<file path="src/rtl/sim_settle_scheduler.sv">
// Half-cycle sequencer for the switch-level node network: toggles phi_o, lets nodes settle, counts steps.
// Define SIM_SETTLE_STATS_EN to build the worst-case settle statistic on max_settle_o.
module sim_settle_scheduler #(
   parameter int MIN_QUIET  = 4,
   parameter int MAX_SETTLE = 255,
   parameter int STEP_W     = 16
) (
   input  logic              clk,
   input  logic              reset_n,
   input  logic              start_i,
   input  logic [STEP_W-1:0] n_steps_i,
   input  logic              abort_i,
   input  logic              node_activity_i,
   output logic              node_en_o,
   output logic              phi_o,
   output logic              busy_o,
   output logic              done_o,
   output logic              timeout_o,
   output logic [31:0]       half_cycles_o,
   output logic [7:0]        max_settle_o
);

   // state  | meaning
   // IDLE   | waiting for start_i
   // DRIVE  | toggle phi_o, reload quiet and settle timers
   // SETTLE | node integrators enabled, wait for quiet window or timeout
   // CHECK  | count the completed half-cycle, pick next step or finish
   // DONE   | one-cycle done_o pulse
   typedef enum logic [2:0] {
      IDLE   = 3'd0,
      DRIVE  = 3'd1,
      SETTLE = 3'd2,
      CHECK  = 3'd3,
      DONE   = 3'd4
   } state_t;

   localparam int TMR_W = (MAX_SETTLE > 1) ? $clog2(MAX_SETTLE) : 1;
   localparam logic [TMR_W-1:0] SETTLE_LOAD = TMR_W'(MAX_SETTLE - 1);
   localparam logic [7:0]       QUIET_LOAD  = 8'(MIN_QUIET - 1);

   state_t            state_q, state_d;
   logic              phi_q, phi_d;
   logic              timeout_q, timeout_d;
   logic [STEP_W-1:0] steps_left_q, steps_left_d;
   logic [7:0]        quiet_tmr_q, quiet_tmr_d;
   logic [TMR_W-1:0]  settle_tmr_q, settle_tmr_d;
   logic [31:0]       half_cycles_q, half_cycles_d;
   logic              settled;
   logic              settle_tc;

   always_ff @(posedge clk or negedge reset_n) begin
      if (!reset_n) begin
         state_q       <= IDLE;
         phi_q         <= 1'b0;
         timeout_q     <= 1'b0;
         steps_left_q  <= '0;
         quiet_tmr_q   <= '0;
         settle_tmr_q  <= '0;
         half_cycles_q <= '0;
      end else begin
         state_q       <= state_d;
         phi_q         <= phi_d;
         timeout_q     <= timeout_d;
         steps_left_q  <= steps_left_d;
         quiet_tmr_q   <= quiet_tmr_d;
         settle_tmr_q  <= settle_tmr_d;
         half_cycles_q <= half_cycles_d;
      end
   end

   always_comb begin
      state_d       = state_q;
      phi_d         = phi_q;
      timeout_d     = timeout_q;
      steps_left_d  = steps_left_q;
      quiet_tmr_d   = quiet_tmr_q;
      settle_tmr_d  = settle_tmr_q;
      half_cycles_d = half_cycles_q;
      settled       = 1'b0;
      settle_tc     = 1'b0;

      case (state_q)
         IDLE: begin
            if (start_i) begin
               if (n_steps_i != '0) begin
                  steps_left_d = n_steps_i;
                  timeout_d    = 1'b0;
                  state_d      = DRIVE;
               end else begin
                  state_d = DONE;
               end
            end
         end

         DRIVE: begin
            quiet_tmr_d  = QUIET_LOAD;
            settle_tmr_d = SETTLE_LOAD;
            // an abort here means the half-cycle never starts, so phi_o is left alone
            if (abort_i) begin
               state_d = DONE;
            end else begin
               phi_d   = ~phi_q;
               state_d = SETTLE;
            end
         end

         SETTLE: begin
            settled      = !node_activity_i && (quiet_tmr_q == '0);
            settle_tc    = (settle_tmr_q == '0);
            settle_tmr_d = settle_tc ? '0 : settle_tmr_q - 1'b1;
            if (node_activity_i)
               quiet_tmr_d = QUIET_LOAD;
            else if (quiet_tmr_q != '0)
               quiet_tmr_d = quiet_tmr_q - 1'b1;

            if (abort_i) begin
               state_d = DONE;
            end else if (settled) begin
               state_d = CHECK;
            end else if (settle_tc) begin
               timeout_d = 1'b1;
               state_d   = DONE;
            end
         end

         CHECK: begin
            half_cycles_d = half_cycles_q + 32'd1;
            steps_left_d  = (steps_left_q == '0) ? '0 : steps_left_q - 1'b1;
            if (abort_i || steps_left_q <= STEP_W'(1))
               state_d = DONE;
            else
               state_d = DRIVE;
         end

         DONE: state_d = IDLE;

         default: state_d = IDLE;
      endcase
   end

   assign node_en_o     = (state_q == SETTLE);
   assign busy_o        = (state_q != IDLE);
   assign done_o        = (state_q == DONE);
   assign phi_o         = phi_q;
   assign timeout_o     = timeout_q;
   assign half_cycles_o = half_cycles_q;

`ifdef SIM_SETTLE_STATS_EN
   logic [31:0] settle_len;
   logic [7:0]  settle_len_q, settle_len_d;
   logic [7:0]  max_settle_q, max_settle_d;

   // elapsed SETTLE cycles is recovered from the down-counting timer
   always_comb begin
      settle_len   = 32'(MAX_SETTLE) - 32'(settle_tmr_q);
      settle_len_d = settle_len_q;
      max_settle_d = max_settle_q;
      if (state_q == SETTLE && settled)
         settle_len_d = (settle_len > 32'd255) ? 8'd255 : settle_len[7:0];
      if (state_q == CHECK && settle_len_q > max_settle_q)
         max_settle_d = settle_len_q;
   end

   always_ff @(posedge clk or negedge reset_n) begin
      if (!reset_n) begin
         settle_len_q <= '0;
         max_settle_q <= '0;
      end else begin
         settle_len_q <= settle_len_d;
         max_settle_q <= max_settle_d;
      end
   end

   assign max_settle_o = max_settle_q;
`else
   assign max_settle_o = 8'd0;
`endif

endmodule

</file>
<file path="config.mk">
export PLATFORM = sky130hd
export DESIGN_NAME = sim_settle_scheduler
export DESIGN_NICKNAME = d
export VERILOG_FILES = /design/src/rtl/sim_settle_scheduler.sv
export SDC_FILE = /design/constraint.sdc
export NUM_CORES = 1
export LEC_CHECK = 0
export ABC_AREA = 1
export BUFFER_PORTS_ARGS = -buffer_cell sky130_fd_sc_hd__buf_2
export CELL_PAD_IN_SITES_DETAIL_PLACEMENT = 1
export CELL_PAD_IN_SITES_GLOBAL_PLACEMENT = 1
export CORE_MARGIN = 1.5
export CORE_UTILIZATION = 41
export DETAILED_ROUTE_END_ITERATION = 10
export PLACE_DENSITY = 0.87
export RECOVER_POWER = 100
export SLEW_MARGIN = 40
export SYNTH_ARGS = -nofsm -noshare
export SYNTH_HDL_FRONTEND = slang
export SYNTH_SLANG_ARGS = --single-unit
</file>
<file path="constraint.sdc">
create_clock -name clk -period 1.86 [get_ports clk]
set_input_delay 0.093 -clock clk [delete_from_list [all_inputs] [get_ports clk]]
set_output_delay 0.093 -clock clk [all_outputs]
set_load 0.1 [all_outputs]
</file>
After elaboration in Yosys (flattened, before gate mapping). Cells that the tools add are included.

Bits in registers: 69. Word-level logic and storage cells: 66. Bits of input ports: 21.

Equal/unequal tests: 11. Reduce and logical (&&, ||, !) cells: 18. Bitwise logic cells: 2. $lt $le $gt $ge: 1. $add $sub $neg: 4. Multiplexer cells: 23.

Operator list (number): two-way mux 16 bit (3); adder 32 x 1 -> 32 bit (second input constant) (1); case mux 16 bit (2 select lines) (1); case mux 8 bit (2 select lines) (2); two-way mux 8 bit (3); two-way mux 3 bit (7); less-or-equal comparator 16 x 1 -> 1 bit (second input constant) (1); logical NOT 16 bit (1); logical NOT 8 bit (2); nonzero test 16 bit (1); subtractor 16 x 1 -> 16 bit (second input constant) (1); subtractor 8 x 1 -> 8 bit (second input constant) (2); case mux 3 bit (4 select lines) (1); inequality test 2 bit (second input constant) (4); nonzero test 8 bit (1); == test 3 x 2 -> 1 bit (second input constant) (2); AND reduction 2 bit (3); AND reduction 6 bit (1); nonzero test 2 bit (3); two-way mux 1 bit (5); inequality test 4 x 2 -> 1 bit (second input constant) (1); == test 3 x 1 -> 1 bit (second input constant) (1); == test 3 bit (second input constant) (1); logical NOT 3 bit (1); other kinds (9) (10).

Depth between registers and ports, before layout. Gate-level depths: netlist of the first run.

Word-level depth: 5. Gate-level depth with buffers: 11. Gate-level depth less buffers: 11.

Least setup slack after synthesis of the first run. Ideal clock, no wire load.

Path kind: reg-to-output. Start: register state_q[0]. End: output port done_o. Path buffers: 0. Arrival time: 2478 ps. Cell stages (with the launch flop): 2. Path slack: -711 ps. Data required time: 1767 ps. Cells stage by stage: dfrtp_1 > nor3_1.

Longest elaborated chain between the ends: 1.

RTL lines: from (decl) (line 41) `state_t state_q, state_d;`; from (signal assigned) (line 61) `state_q <= state_d;`; == test 3 bit (line 143) `assign done_o = (state_q == DONE);`; to (decl) (line 17) `output logic done_o,`.

Every way passes these cells.

Final worst setup path of the first run.
Start: register steps_left_q[0]. End: register steps_left_q[4].

Longest elaborated chain between the ends: 3. Elaborated cells on any way between the ends: 4.

RTL lines: from (decl) (line 44) `logic [STEP_W-1:0] steps_left_q, steps_left_d;`; from (signal assigned) (line 64) `steps_left_q <= steps_left_d;`; subtractor 16 x 1 -> 16 bit or logical NOT 16 bit (tied branches) (line 128) `steps_left_d = (steps_left_q == '0) ? '0 : steps_left_q - 1'b1;`; two-way mux 16 bit (*) (line 128); case mux 16 bit (2 select lines) (*) (line 82) `case (state_q)`.

Every way passes the cells marked *; elsewhere a longest branch is shown, timed or not. A chain may end at the register's enable or synchronous reset.

==> impl_metrics.ini, run 1 <==
[run_status]
result_of_the_run = completed

[synthesis]
synth_top_cell_area_share = 0.393
synth_flop_cell = sky130_fd_sc_hd__dfrtp_1
synth.distinct_cells = 31
yosys_warnings = 0
synth-edff-count = 0
postSynth.asyncResetShare = 1.00
largest_cells_by_area_after_synthesis = sky130_fd_sc_hd__dfrtp_1 (39%), sky130_fd_sc_hd__nand2_1 (17%), sky130_fd_sc_hd__nor2_1 (8.3%)
ys_ff_latch = 69
synth.avg_cell_area_um2 = 7.03
synthesis.instances = 625
synth_area_leader_cell = sky130_fd_sc_hd__dfrtp_1
yosysSeqAreaShare = 0.393
syn-cell-area_mm2 = 0.00440

[placement]
gpl.final_weighted_congestion = 0.874
placed_cells_incl_taps = 818
dpl_hpwl_um = 10000
io_buffers = 57

[clock_network]
clock_transition_at_path_regs_ns = 0.07
clock_tree.buffer_depth = 2
cts_buffers = 9
cts_tree = done
number_of_levels_in_the_clock_h_tree = 3
clock_latency_ns = 0.36
cell_at_the_root_of_the_clock_tree = sky130_fd_sc_hd__clkbuf_8
clock-sinks = 69

[finish]
num-fill-cells = 1388
mostFrequentLayoutCells = sky130_fd_sc_hd__nand2_1 (195), sky130_fd_sc_hd__nor2_1 (94), sky130_fd_sc_hd__inv_1 (61)
fin_cells = 835
final_layout_size_suffix_gt1_frac = 0.197
layout-area-overhead-vs-synth_pct = 17.3
nNetsFinal = 723
layout_commonest_cell = sky130_fd_sc_hd__nand2_1
antenna_cells_inserted = 0
utilization = 0.497

[global_route]
globalRouteOverflowTotal = 0
global_route_wire_length_before_repair_um = 21400
antenna_violations_before_repair = 0
first_global_vias = 4383
maximum_number_of_pins_on_one_net_before_global_route_repair = 30
grt.total_usage = 0.241

[worst_setup_path]
timing.critical_path.fanout_max = 8
required_worst_endpoint_ns = 2.10
worstPathArrival_ns = 1.99
setup.worst_path.end_class = register
timing.setup.critical_path_class = register to register
worst_setup_path_start_kind = register

[pwr]
power.switching_uw = 3420
vdd_ir_drop_max_v = 0.000922
power_frac_comb = 0.487
powerDensity_mw_per_mm2 = 1330
power.leakage_uw = 0.00257
power.switching_fraction = 0.497
clockPowerShare = 0.181
cell_internal_pwr_uw = 3460
seqPwrFrac = 0.332

[detailed_routing]
met3_wirelength_um = 450
met2_wirelength_um = 6570
avgViaCountPerCell = 5.14
final_antenna_net_count = 0
finalWirelength_um = 13200
highest-signal-layer = met4
vias_after_detailed_routing = 4296
drc = 0
detail_route.wl_per_cell_um = 15.8
wirelength_met1_um = 5930
first_iter_violations = 136
detail_route.first_pass.iterations = 4

[timing]
hold_slack_ns = 0.0647
timing_worst_slew_pin_value_ns = 1.30
finalWorstPathRequiredPeriod_ns = 1.75
setup_viol = 0
rsz0062_at_grt = yes
max_clk_rate_mhz = 571
final_max_slew_viol_count = 0
finalHoldViolCount = 0
final_cycle_utilization_of_the_critical_path = 0.941
relSlewSlack = 0.136
worst_clock_skew_ns = 0.0167

[die]
core.rowCount = 37
fp.dieArea_mm2 = 0.0114
core_outline_area_mm2 = 0.0104
die_w_um = 107
start_util = 0.424
io_pins = 66
die_h_um = 107

[worst_hold_path]
worst_hold_path_type = input port to register

[flow_run]
timing.max_cap.violations = 0
-- repair_timing --
action | CTS | global route
hold endpoints to repair | 20 | 0
buffers inserted | 0 | 0
hold buffers | 1 | 0
setup endpoints to repair | 0 | 20
resized for setup | 0 | 11
-- flip-flops by register name, indices dropped and copies added (netlist names) --
register / count
steps_left_q: 16
timeout_o: 1
half_cycles_o: 32
quiet_tmr_q: 8
state_q: 3
phi_o: 1
settle_tmr_q: 8
-- power groups by stage --
stage	Clock (uW)	Combinational [uW]	Sequential [uW]
2_1_floorplan	0	2080	2590
3_3_place_gp	0	3080	2260
3_5_place_dp	0	3240	2290
4_1_cts	1270	3280	2270
5_1_grt	1330	3670	2320
6_report	1250	3350	2290
-- cell usage after synthesis (10+ instances only) --
cell type and n:
sky130_fd_sc_hd__nand2_1 197, sky130_fd_sc_hd__nor2_1 97, sky130_fd_sc_hd__dfrtp_1 69, sky130_fd_sc_hd__inv_1 62, sky130_fd_sc_hd__nand3_1 45, sky130_fd_sc_hd__xor2_1 22
sky130_fd_sc_hd__o21ai_0 20, sky130_fd_sc_hd__nand4_1 14, sky130_fd_sc_hd__xnor2_1 12, sky130_fd_sc_hd__buf_4 10
-- kinds of logic after synthesis --
group / count (synthesis) / synth area share
xor gates and xnor gates: 34 / 0.0677
DFF: 69 / 0.393
AOI/OAI and AO/OA: 41 / 0.0518
other: 1 / 0.000853
and+or+nand+nor: 391 / 0.382
buffers and inverters: 81 / 0.0825
adders and majority gates: 8 / 0.0228
-- per-layer routing --
layer  vias up  track usage
met2        87        0.422
met5         -            0
met4         0       0.0867
met3        25       0.0313
met1      2101        0.303
li1       2083            -
-- stage by stage --
| stage | setup slack, ns | cell area, um^2 | setup TNS (ns) | total power [uW] |
|---|---|---|---|---|
| floorplan | 0.00268 | 4460 | 0 | 4670 |
| global placement | 0.196 | 4910 | 0 | 5350 |
| detailed placement | 0.122 | 4910 | 0 | 5540 |
| CTS | 0.0621 | 5110 | 0 | 6820 |
| global route | -0.00217 | 5160 | -0.00217 | 7320 |
| finish | 0.109 | 5160 | 0 | 6880 |
-- cell type report --
cell class	instances	area [um^2]	area share
Tap cell	136	170	0.0330
Clock inverter	4	47.5	0.00922
Multi-Input combinational cell	482	2380	0.462
Timing Repair Buffer	68	409	0.0793
Clock buffer	12	145	0.0281
Inverter	64	240	0.0466
Sequential cell	69	1760	0.341
-- final timing paths --
check	from	to	slack (ns)	cells after the start
min in group asynchronous	reset_n	half_cycles_o[5]	0.56	2
min reg2reg	phi_o	phi_o	0.48	1
max reg2reg	steps_left_q[0]	steps_left_q[4]	0.11	9
min	n_steps_i[15]	steps_left_q[15]	0.06	5
max in group asynchronous	reset_n	steps_left_q[13]	0.33	3
max	steps_left_q[0]	steps_left_q[4]	0.11	9
-- critical path, stage by stage (launching register included) --
cell and delay (ns):
sky130_fd_sc_hd__dfrtp_1 0.40, sky130_fd_sc_hd__inv_1 0.17, sky130_fd_sc_hd__ha_1 0.18, sky130_fd_sc_hd__nand2_1 0.07
sky130_fd_sc_hd__nor2_2 0.22, sky130_fd_sc_hd__nand2_1 0.14, sky130_fd_sc_hd__nand2_2 0.17, sky130_fd_sc_hd__o21ai_0 0.13
sky130_fd_sc_hd__nand2_1 0.08, sky130_fd_sc_hd__o21ai_0 0.07
(Power assumes the default switching activity.)
==> inputs of run 2 (changes only) <==
--- a/config.mk
+++ b/config.mk
@@ -10,9 +10,11 @@
 export CELL_PAD_IN_SITES_DETAIL_PLACEMENT = 1
 export CELL_PAD_IN_SITES_GLOBAL_PLACEMENT = 1
 export CORE_MARGIN = 1.5
-export CORE_UTILIZATION = 41
+export CORE_UTILIZATION = 43
+export CTS_BUF_LIST = sky130_fd_sc_hd__clkbuf_4
 export DETAILED_ROUTE_END_ITERATION = 10
-export PLACE_DENSITY = 0.87
+export MAX_ROUTING_LAYER = met4
+export PLACE_DENSITY = 0.9
 export RECOVER_POWER = 100
 export SLEW_MARGIN = 40
 export SYNTH_ARGS = -nofsm -noshare
==> impl_metrics.ini, run 2 (synthesis gave the netlist of run 1 again) <==
[run_status]
result_of_the_run = completed

[die]
io_pins = 66
core.rowCount = 36
fp.dieArea_mm2 = 0.0108
start_util = 0.446
die_h_um = 104
core_outline_area_mm2 = 0.00986
die_w_um = 104

[timing]
setup_tns_ns = 0
relSlewSlack = 0.129
finalWorstPathRequiredPeriod_ns = 1.78
setup_viol = 0
rsz0062_at_grt = yes
max_clk_rate_mhz = 563
timing_worst_slew_pin_value_ns = 1.31
final_max_slew_viol_count = 0
finalHoldViolCount = 0
worst_clock_skew_ns = 0.0134
final_setup_margin_ns = 0.0829
hold_slack_ns = 0.0248
final_cycle_utilization_of_the_critical_path = 0.955

[worst_setup_path]
worstPathBufferInverterCount = 0
crit_path_max_incr_delay_ns = 0.47
timing.critical_path.fanout_max = 5
cpLargestDelayFamily = simple AND/OR/NAND/NOR gates
timing.setup.critical_path_class = register to register
reg2reg_from = half_cycles_o[1]
cpMaxStageDelayCell = sky130_fd_sc_hd__dfrtp_4
worst_setup_path_start_kind = register
required_worst_endpoint_ns = 2.17
startpoint = half_cycles_o[1]
critical_path_cell_list = ha_1, nand3_2, nor2_1, nand4_1, nor2_1, nand3_1, nand2_1, nand2_1
worstPathArrival_ns = 2.09
setup.worst_path.end_class = register

[detailed_routing]
drc = 0
finalWirelength_um = 12800
detail_route.wl_per_cell_um = 15.3
detail_route.first_pass.iterations = 4
avgViaCountPerCell = 5.17
final_antenna_net_count = 0
first_iter_violations = 120
vias_after_detailed_routing = 4328

[global_route]
antenna_violations_before_repair = 0
maximum_number_of_pins_on_one_net_before_global_route_repair = 48
globalRouteOverflowTotal = 0
first_global_vias = 4616
global_route_wire_length_before_repair_um = 21800
grt.total_usage = 0.257

[placement]
placed_cells_incl_taps = 813
io_buffers = 57
gpl.final_weighted_congestion = 0.886
dpl_hpwl_um = 9620
pre_cts_slack_ns = 0.0707

[clock_network]
cts_tree = done
clock_latency_ns = 0.42
clock_transition_at_path_regs_ns = 0.13
clock-sinks = 69
number_of_levels_in_the_clock_h_tree = 3
cell_at_the_root_of_the_clock_tree = sky130_fd_sc_hd__clkbuf_4
clock_tree.buffer_depth = 2
cts_buffers = 9

[pwr]
vdd_ir_drop_max_v = 0.00106
powerDensity_mw_per_mm2 = 1290
power.leakage_uw = 0.00257

[finish]
final_layout_size_suffix_gt1_frac = 0.196
layout_commonest_cell = sky130_fd_sc_hd__nand2_1
nNetsFinal = 728
mostFrequentLayoutCells = sky130_fd_sc_hd__nand2_1 (194), sky130_fd_sc_hd__nor2_1 (93), sky130_fd_sc_hd__inv_1 (61)
fin_cells = 837
antenna_cells_inserted = 0
layout-area-overhead-vs-synth_pct = 16.9
number_of_flip_flops_under_the_largest_register_name = 32

[worst_hold_path]
timing.hold.worst.start = n_steps_i[5]
worst_hold_path_type = input port to register

[flow_run]
timing.max_cap.violations = 0
run 2: routing by layer:
metal  vias up  GRT usage  wire, um
li1       2106          -         -
met1      2130      0.299      5560
met2        76      0.456      6660
met3        16     0.0414       353
met4         0     0.0754       227
met5         -          -         0
run 2: repair_timing:
item | CTS | global route
gates resized for setup | 2 | 10
endpoints found under the setup margin | 1 | 26
hold buffers | 8 | 0
buffers inserted | 0 | 0
pin swaps | 0 | 1
hold endpoints to repair | 76 | 0
run 2: final timing paths:
path	cells past startpoint	to	slack (ns)
setup / recovery	8	half_cycles_o[26]	0.08
hold / removal	5	steps_left_q[5]	0.02
hold reg to reg	1	phi_o	0.48
max in group asynchronous	3	half_cycles_o[0]	0.41
min in group asynchronous	3	half_cycles_o[4]	0.57
setup reg to reg	8	half_cycles_o[26]	0.08
run 2: area by class of cell:
class	count	area (um^2)
clock buffer	9	67.6
clock inverter	7	90.1
fill	1313	4730
inverter	64	243
multi-input combinational	482	2380
sequential	69	1760
tap	133	166
timing repair buffer	73	433
run 2: worst reg2reg max path, delay by kind of cell (launching register included):
kind                       cells  cell delay, ns
and+or+nand+nor                7            1.00
adders and majority gates      1            0.19
DFF                            1            0.47
run 2: per-stage QoR:
step	power, uW	utilization	area, um^2
after global placement	5270	0.496	4890
after CTS	6620	0.520	5130
final	6640	0.521	5140
after detailed placement	5440	0.496	4890
after global routing	7140	0.521	5140
after floorplan	4670	-	4460
run 2: report_power, final:
part / internal [uW] / total [uW] / switching [uW] / leakage [uW]
Sequential: 1880 / 2300 / 415 / 0.000852
Clock: 538 / 1120 / 584 / 0.0000833
Combinational: 888 / 3220 / 2330 / 0.00163
Total: 3310 / 6640 / 3330 / 0.00257
